--- src/rtl/reg_bank_dump_if.sv ---
// Bundle that links the dump sequencer to the debug unit, the bank debug read port and the byte TX unit.
// The master modport is the sequencer. The slave modport is the surrounding debug/bank/TX logic.
interface reg_bank_dump_if #(
  parameter int DATA_WIDTH = 32,
  parameter int ADDR_WIDTH = 5
);
  logic                  i_start;
  logic [ADDR_WIDTH-1:0] o_rd_addr;
  logic [DATA_WIDTH-1:0] i_rd_data;
  logic [7:0]            o_tx_data;
  logic                  o_tx_start;
  logic                  i_tx_busy;
  logic                  i_tx_done;
  logic                  o_busy;
  logic                  o_done;

  // Handshake to TX: o_tx_start is a one-cycle pulse that is only raised while i_tx_busy is low,
  // and o_tx_data is valid with it and holds afterwards. i_tx_done is a one-cycle pulse. It is
  // honoured only after the start pulse has dropped.
  modport master (
    input  i_start, i_rd_data, i_tx_busy, i_tx_done,
    output o_rd_addr, o_tx_data, o_tx_start, o_busy, o_done
  );

  modport slave (
    output i_start, i_rd_data, i_tx_busy, i_tx_done,
    input  o_rd_addr, o_tx_data, o_tx_start, o_busy, o_done
  );
endinterface

--- src/rtl/reg_bank_dump_ctrl.sv ---
// Walks registers 0..NUM_REGS-1 through the bank debug read port.
// It serialises each word MSB byte first to the byte-wide TX unit. All outputs are registered.
module reg_bank_dump_ctrl #(
  parameter int DATA_WIDTH = 32,
  parameter int NUM_REGS   = 32,
  parameter int ADDR_WIDTH = 5
) (
  input  logic              i_clock,
  input  logic              i_reset,
  reg_bank_dump_if.master   bus,
  output logic [2:0]        dbg_state
);
  localparam int BYTES = DATA_WIDTH / 8;
  localparam int BCW   = (BYTES > 1) ? $clog2(BYTES) : 1;
  localparam logic [BCW-1:0]        LAST_BYTE = BCW'(BYTES - 1);
  localparam logic [ADDR_WIDTH-1:0] LAST_ADDR = ADDR_WIDTH'(NUM_REGS - 1);

  typedef enum logic [2:0] {
    IDLE    = 3'd0,
    READ    = 3'd1,
    LATCH   = 3'd2,
    SEND    = 3'd3,
    WAIT_TX = 3'd4,
    NEXT    = 3'd5,
    DONE    = 3'd6
  } state_t;

  state_t                state;
  logic [ADDR_WIDTH-1:0] addr_q;
  logic [BCW-1:0]        bytecnt;
  logic [DATA_WIDTH-1:0] shreg;
  logic [7:0]            tx_data_q;
  logic                  tx_start_q;
  logic                  busy_q;
  logic                  done_q;

  always_ff @(posedge i_clock) begin
    if (i_reset) begin
      state      <= IDLE;
      addr_q     <= '0;
      bytecnt    <= '0;
      shreg      <= '0;
      tx_data_q  <= '0;
      tx_start_q <= 1'b0;
      busy_q     <= 1'b0;
      done_q     <= 1'b0;
    end else begin
      tx_start_q <= 1'b0;
      done_q     <= 1'b0;
      case (state)
        IDLE: begin
          if (bus.i_start) begin
            addr_q <= '0;
            busy_q <= 1'b1;
            state  <= READ;
          end
        end
        READ: state <= LATCH;
        LATCH: begin
          shreg   <= bus.i_rd_data;
          bytecnt <= '0;
          state   <= SEND;
        end
        SEND: begin
          if (!bus.i_tx_busy) begin
            tx_data_q  <= shreg[DATA_WIDTH-1 -: 8];
            tx_start_q <= 1'b1;
            state      <= WAIT_TX;
          end
        end
        WAIT_TX: begin
          // A done pulse that coincides with our own start pulse belongs to an earlier byte.
          if (bus.i_tx_done && !tx_start_q) begin
            if (bytecnt == LAST_BYTE) begin
              state <= NEXT;
            end else begin
              shreg   <= shreg << 8;
              bytecnt <= bytecnt + BCW'(1);
              state   <= SEND;
            end
          end
        end
        NEXT: begin
          if (addr_q == LAST_ADDR) begin
            state <= DONE;
          end else begin
            addr_q <= addr_q + ADDR_WIDTH'(1);
            state  <= READ;
          end
        end
        DONE: begin
          done_q <= 1'b1;
          busy_q <= 1'b0;
          state  <= IDLE;
        end
        default: state <= IDLE;
      endcase
    end
  end

  assign bus.o_rd_addr  = addr_q;
  assign bus.o_tx_data  = tx_data_q;
  assign bus.o_tx_start = tx_start_q;
  assign bus.o_busy     = busy_q;
  assign bus.o_done     = done_q;
  assign dbg_state      = state;
endmodule

--- src/flat_wrapper.sv ---
// flat-port wrapper written by rule: the top's interface ports become plain ports
module reg_bank_dump_ctrl_flat 
#(
  parameter int DATA_WIDTH = 32,
  parameter int NUM_REGS   = 32,
  parameter int ADDR_WIDTH = 5
)
  (i_clock, i_reset, dbg_state, bus_i_start, bus_i_rd_data, bus_i_tx_busy, bus_i_tx_done, bus_o_rd_addr, bus_o_tx_data, bus_o_tx_start, bus_o_busy, bus_o_done);
  reg_bank_dump_if #(.DATA_WIDTH(DATA_WIDTH), .ADDR_WIDTH(ADDR_WIDTH)) bus_i ();
  input  logic i_clock;
  input  logic i_reset;
  output logic [2:0] dbg_state;
  input wire logic [$bits(bus_i.i_start)-1:0] bus_i_start;
  input wire logic [$bits(bus_i.i_rd_data)-1:0] bus_i_rd_data;
  input wire logic [$bits(bus_i.i_tx_busy)-1:0] bus_i_tx_busy;
  input wire logic [$bits(bus_i.i_tx_done)-1:0] bus_i_tx_done;
  output wire logic [$bits(bus_i.o_rd_addr)-1:0] bus_o_rd_addr;
  output wire logic [$bits(bus_i.o_tx_data)-1:0] bus_o_tx_data;
  output wire logic [$bits(bus_i.o_tx_start)-1:0] bus_o_tx_start;
  output wire logic [$bits(bus_i.o_busy)-1:0] bus_o_busy;
  output wire logic [$bits(bus_i.o_done)-1:0] bus_o_done;
  assign bus_i.i_start = bus_i_start;
  assign bus_i.i_rd_data = bus_i_rd_data;
  assign bus_i.i_tx_busy = bus_i_tx_busy;
  assign bus_i.i_tx_done = bus_i_tx_done;
  assign bus_o_rd_addr = bus_i.o_rd_addr;
  assign bus_o_tx_data = bus_i.o_tx_data;
  assign bus_o_tx_start = bus_i.o_tx_start;
  assign bus_o_busy = bus_i.o_busy;
  assign bus_o_done = bus_i.o_done;
  reg_bank_dump_ctrl #(.DATA_WIDTH(DATA_WIDTH), .NUM_REGS(NUM_REGS), .ADDR_WIDTH(ADDR_WIDTH)) u_core (.i_clock(i_clock), .i_reset(i_reset), .bus(bus_i), .dbg_state(dbg_state));
endmodule
--- config.mk ---
export PLATFORM = sky130hd
export DESIGN_NAME = reg_bank_dump_ctrl_flat
export DESIGN_NICKNAME = d
export VERILOG_FILES = /design/src/rtl/reg_bank_dump_if.sv /design/src/rtl/reg_bank_dump_ctrl.sv /design/src/flat_wrapper.sv
export SDC_FILE = /design/constraint.sdc
export NUM_CORES = 1
export LEC_CHECK = 0
export BUFFER_PORTS_ARGS = -buffer_cell sky130_fd_sc_hd__buf_2
export CAP_MARGIN = 20
export CORE_MARGIN = 3
export CORE_UTILIZATION = 45
export CTS_BUF_LIST = sky130_fd_sc_hd__clkbuf_8
export DETAILED_ROUTE_END_ITERATION = 7
export PLACE_DENSITY_LB_ADDON = 0.1
export SETUP_SLACK_MARGIN = 0.2
export SYNTH_ARGS = -nofsm -noshare
export SYNTH_HDL_FRONTEND = slang
export SYNTH_SLANG_ARGS = --single-unit
--- constraint.sdc ---
create_clock -name i_clock -period 5.1 [get_ports i_clock]
set_input_delay 0 -clock i_clock [delete_from_list [all_inputs] [get_ports i_clock]]
set_output_delay 0 -clock i_clock [all_outputs]
set_load 0.02 [all_outputs]
Word-level counts from Yosys, hierarchy flattened
Index checks and enable logic that the tools add are counted.
- flip-flop bits (word level): 53
- input bits: 37
- output and inout bits: 19
- word-level logic and storage cells: 56
- $add $sub $neg: 2
- equal/unequal tests: 13
- muxes and demuxes: 19
- bitwise logic cells: 2
- reduce and logical (&&, ||, !) cells: 12
- operators with widths (operator ; number):
    $mux W32 ; 2
    $pmux W32 S2 ; 1
    $pmux W3 S6 ; 1
    $mux W3 ; 5
    $mux W5 ; 2
    $pmux W5 S2 ; 1
    $eq A3 B3 Y1 const B ; 3
    $reduce_and A3 Y1 ; 3
    $ne A2 B2 Y1 const B ; 4
    $eq A3 B2 Y1 const B ; 2
    $reduce_bool A2 Y1 ; 3
    $add A5 B1 Y5 const B ; 1
    $eq A5 B5 Y1 const B ; 1
    $mux W2 ; 2
    $pmux W2 S2 ; 1
    $reduce_and A2 Y1 ; 2
    $eq A3 B1 Y1 const B ; 1
    $logic_not A3 Y1 ; 1
    $mux W1 ; 3
    $add A2 B1 Y2 const B ; 1
    $eq A2 B2 Y1 const B ; 1
    $ne A2 B1 Y1 const B ; 1
    $not A1 Y1 ; 2
    $pmux W1 S2 ; 1
    3 further kinds ; 3

Logic depth before layout (Yosys ltp)
- depth in word-level cells: 4
- mapped depth: 7
- depth with buffers taken out: 7

Worst setup path after synthesis
OpenSTA, ideal clock, no wires.
- path kind: flip-flop to flip-flop
- start point: register u_core.addr_q[0] (netlist: u_core.bus.o_rd_addr[0])
- end point: register u_core.addr_q[0] (netlist: u_core.bus.o_rd_addr[0])
- setup time: 0.128 ns
- data arrival time: 1.676 ns
- data required time: 4.972 ns
- setup slack: 3.297 ns
- cell stages (with the launch flop): 8
- path buffers: 0
- clock period less this slack: 1.803 ns
- path through: dfxtp_1 -> ha_1 -> and3_1 -> ha_1 -> nand3b_1 -> a21oi_2 -> mux2i_1 -> nor2_1
- word-level cells in the longest chain between the ends: 3
- elaborated cells on any way between the ends: 6
- those cells by class: 1 x add/sub; 2 x eq/ne; 2 x mux; 1 x reduce/logical
- RTL lines (what ; RTL line ; RTL):
    from (decl) ; reg_bank_dump_ctrl.sv:29 ; logic [ADDR_WIDTH-1:0] addr_q;
    from (signal assigned) ; reg_bank_dump_ctrl.sv:87 ; addr_q <= addr_q + ADDR_WIDTH'(1);
    $add A5 B1 Y5 / $eq A5 B5 Y1 (equally long branches) ; reg_bank_dump_ctrl.sv:87, reg_bank_dump_ctrl.sv:84 ;
    $mux W5 / $ne A2 B2 Y1 (equally long branches) ; - ;
    $pmux W5 S2 / $reduce_and A3 Y1 (equally long branches) ; - ;
Several ways; a longest one is shown, not always the timed one. The select of a mux whose other input is x is not followed.
A chain may end at the register's enable or synchronous reset.

Final worst setup path
- start point: register u_core.state[1] (netlist: u_core.dbg_state[1])
- end point: register u_core.shreg[6]
- word-level cells in the longest chain between the ends: 3
- elaborated cells on any way between the ends: 7
- those cells by class: 4 x eq/ne; 1 x mux; 2 x reduce/logical
- RTL lines (what ; RTL line ; RTL):
    from (decl) ; reg_bank_dump_ctrl.sv:28 ; state_t state;
    from (signal assigned) ; reg_bank_dump_ctrl.sv:39 ; state <= IDLE;
    from (signal assigned) ; reg_bank_dump_ctrl.sv:55 ; state <= READ;
    from (signal assigned) ; reg_bank_dump_ctrl.sv:58 ; READ: state <= LATCH;
    $eq A3 B3 Y1 / $eq A3 B2 Y1 (equally long branches) ; reg_bank_dump_ctrl.sv:50 ; case (state)
    $ne A2 B2 Y1 (no source line) (tied with other cells) ; - ;
    $reduce_and A3 Y1 (no source line) ; - ;
    to (signal assigned) ; reg_bank_dump_ctrl.sv:60 ; shreg <= bus.i_rd_data;
    to (signal assigned) ; reg_bank_dump_ctrl.sv:77 ; shreg <= shreg << 8;
    to (decl) ; reg_bank_dump_ctrl.sv:31 ; logic [DATA_WIDTH-1:0] shreg;
Several ways; a longest one is shown, not always the timed one.

==> summary.txt <==
Timing
  • Fin. Hold Viols: 0
  • Worst slew margin: 42.12%
  • Fin crit period: 2.312 ns
  • Setup TNS Final: 0 ns
  • Final hold slack: 0.01970 ns
  • Clk_skew: 0.008460 ns
  • Final setup violation count: 0
  • F_max: 0.4325 GHz
  • Slew Limit Fails: 0
  • Unrepaired setup endpoints after global routing: false
  • Final worst-path cycle share: 45.34%
  • Least-Margin Pin Slew: 0.8669 ns

Worst setup path
  • CP max FO: 49
  • Setup CP Type: reg2reg
  • Worst R2R End: u_core.shreg[6]
  • Crit path max-delay cell type: dfxtp_1
  • R2R cell count: 4
  • Top Family by Delay on Critical Path: compound AO/OA/AOI/OAI gates
  • RR Startpoint: u_core.dbg_state[1]
  • WP data required: 5.30 ns
  • CP max stage delay: 0.72 ns
  • CP startpoint kind: flip-flop
  • CP cell instances: nor2b_1, a21o_2, a21oi_2, a22o_1
  • Crit path buf inv count: 0
  • FF-to-FF setup slack: 2.79 ns
  • Setup crit end kind: flip-flop
  • WP data arrival: 2.52 ns

Place
  • HPWL after DPL: 3454 um
  • Global placer's final weighted congestion: 0.8279
  • I/O Buffers: 55

Routing
  • DRT Wirelength: 5266 um
  • Vias: 2,037
  • Vias/cell: 5.447
  • Initial DRC count: 158
  • DRC: 0
  • Antenna-violating nets left: 0
  • WL/cell: 14.08 um
  • Pre-Repair DR Iteration Count: 4

Clock network
  • Clk sinks: 53
  • Root Buffer: clkbuf_8
  • Resize count post-CTS: 0
  • H-tree Lvls: 2
  • Max Root-Sink Buffers: 2
  • Worst-path clk slew: 0.09 ns
  • Clock latency on the worst-skew pair: 0.31 ns
  • CTS buffer count: 5
  • CTS tree: done

Yosys
  • Compound-gate portion of the synthesized area: 25.50%
  • Synth Area in Adders: 1.552%
  • Number of flops mapped to enable cells by yosys: 0
  • Synth top area cells: dfxtp_1 44%, mux2i_1 10%, a21oi_1 8.9%, a311oi_1 8.7%, a22o_1 3.3%
  • Synth top area share: 43.87%
  • Synth async-reset ratio: 0%
  • Synth unique cells: 37
  • Simple-gate share of the synthesized area: 12.11%
  • Post-Synthesis Cells: 255
  • Synth Cell Area: 0.002419 mm2
  • Post-synthesis mux area share: 10.35%
  • Yosys reg bits: 53
  • Mapped Nets: 295
  • YS warnings: 0
  • Largest family of logic cells by synthesized area: compound AO/OA/AOI/OAI gates
  • Syn_area_per_cell: 9.485 um2
  • Sequential element share of the synthesized area: 43.87%
  • Synth area leader: dfxtp_1
  • Predominant post-synthesis flop cell: dfxtp_1
  • Xor/xnor cell area share of the yosys netlist: 0.7243%

Layout
  • Layout area overhead: 17.33%
  • Most frequent cells in the layout: 55 x buf_2, 53 x dfxtp_1, 43 x a21oi_1, 25 x mux2i_1, 24 x a311oi_1
  • Nets: 343
  • Share of cells above drive strength 1: 24.34%
  • Commonest non-fill, non-tap cell in the layout: buf_2
  • Ant diodes: 0
  • Layout Utilization: 55.21%
  • FILL cells: 521

GRT
  • GR Util met1: 22.16%
  • Gr busiest metal: met2
  • Antenna violations before repair: 0
  • Met3 Track Usage GR: 4.422%
  • First-pass GRT wire length: 8832 um
  • Largest net degree at the start of global routing: 56
  • Total GRT Usage: 17.47%
  • Met2 Use GR: 29.46%
  • Total global routing overflow: 0
  • Vias in the first global route: 1,912

Power
  • P_leak: 1.259 nW
  • Total power per unit cell area: 303.7 mW/mm2
  • Peak supply drop: 0.1737 mV
  • Total power: 861.9 uW

Floorplan
  • Die W: 79.31 um
  • Core area: 0.005140 mm2
  • Row count: 26
  • Die Footprint: 0.006290 mm2
  • Die Y: 79.31 um
  • IO Pins: 56
  • Initial Util: 47.05%

Hold path
  • Hold Path Sink: u_core.dbg_state[2]
  • Min-delay src: bus_i_tx_done
  • Hold Path Class: in2reg
  • Hold depth: 4

Status
  • Status: finished, final reports clean

Run
  • Max cap viols: 0
-- through the flow --
step	area, um2	setup slack, ns	cells
finish	2838	2.788	374
detailed placement	2661	2.831	358
floorplan	2419	3.297	255
CTS	2838	2.811	374
global route	2838	2.538	374
global placement	2661	2.853	358
-- tightest hold or removal path, cell delays in order --
cell and delay, ns:
buf_2 0.10, nand2b_1 0.05, nand3_1 0.07, a21oi_1 0.06
-- final cells by class --
type,instances,area (um2),area share (%)
Multi-Input combinational cell,175,1215,42.81
Sequential cell,53,1061,37.39
Timing Repair Buffer,64,362.8,12.79
Tap cell,70,87.58,3.086
Clock buffer,6,82.58,2.910
Inverter,4,15.01,0.5291
Clock inverter,2,13.76,0.4850
-- timing repair --
action	CTS	global route
hold buffers	8	0
hold endpoints to repair	8	0
setup buffers	0	0
-- power breakdown --
group          total (mW)  internal [mW]  switching [mW]
Combinational       0.146         0.0621          0.0841
Sequential          0.466          0.442          0.0241
Clock               0.250          0.110           0.139
-- state kept, by name, summed over array words and instances (netlist names) --
signal	cells
u_core.bus.o_busy	1
u_core.bus.o_done	1
u_core.bytecnt	2
u_core.bus.o_tx_start	1
u_core.bus.o_rd_addr	5
u_core.dbg_state	3
u_core.shreg	32
u_core.bus.o_tx_data	8
-- worst max path at each step --
stage                            startpoint                      end  slack [ns]  cells after the start
floorplan           u_core.bus.o_rd_addr[0]  u_core.bus.o_rd_addr[0]        3.30                      7
global placement        u_core.dbg_state[1]          u_core.shreg[3]        2.85                      4
detailed placement      u_core.dbg_state[2]          u_core.shreg[5]        2.83                      4
CTS                     u_core.dbg_state[1]          u_core.shreg[6]        2.81                      4
global route            u_core.dbg_state[1]          u_core.shreg[2]        2.54                      4
finish                  u_core.dbg_state[1]          u_core.shreg[6]        2.79                      4
-- cell usage after synthesis (2+ instances only) --
| cell type | n |
|---|---|
| buf_6 | 2 |
| nor3_1 | 3 |
| buf_4 | 6 |
| nand3b_1 | 2 |
| nor2b_1 | 3 |
| nand4_1 | 3 |
| a311oi_1 | 24 |
| xnor2_1 | 2 |
| nand2b_1 | 8 |
| inv_1 | 3 |
| ha_1 | 3 |
| o21ai_1 | 2 |
| o22ai_1 | 2 |
| nor2_1 | 6 |
| a22o_1 | 9 |
| buf_2 | 3 |
| dfxtp_1 | 53 |
| a21oi_2 | 2 |
| clkbuf_1 | 11 |
| nor3_2 | 2 |
| a211oi_2 | 2 |
| and3_1 | 2 |
| o21ai_0 | 3 |
| mux2i_1 | 25 |
| nand2_1 | 18 |
| a21oi_1 | 43 |
| nand3_1 | 3 |
-- logic make-up after synthesis --
family | after synthesis
xor gates and xnor gates | 2
buffers and inverters | 27
muxes | 25
DFF | 53
AOI/OAI and AO/OA | 91
and+or+nand+nor | 54
adders and majority gates | 3
-- routing by layer --
metal	vias up	wire, um
met1	942	2572
met5	-	0
met4	0	55
met2	38	2407
li1	1053	-
met3	4	230
Note: power is estimated with default switching activity, not from simulation.
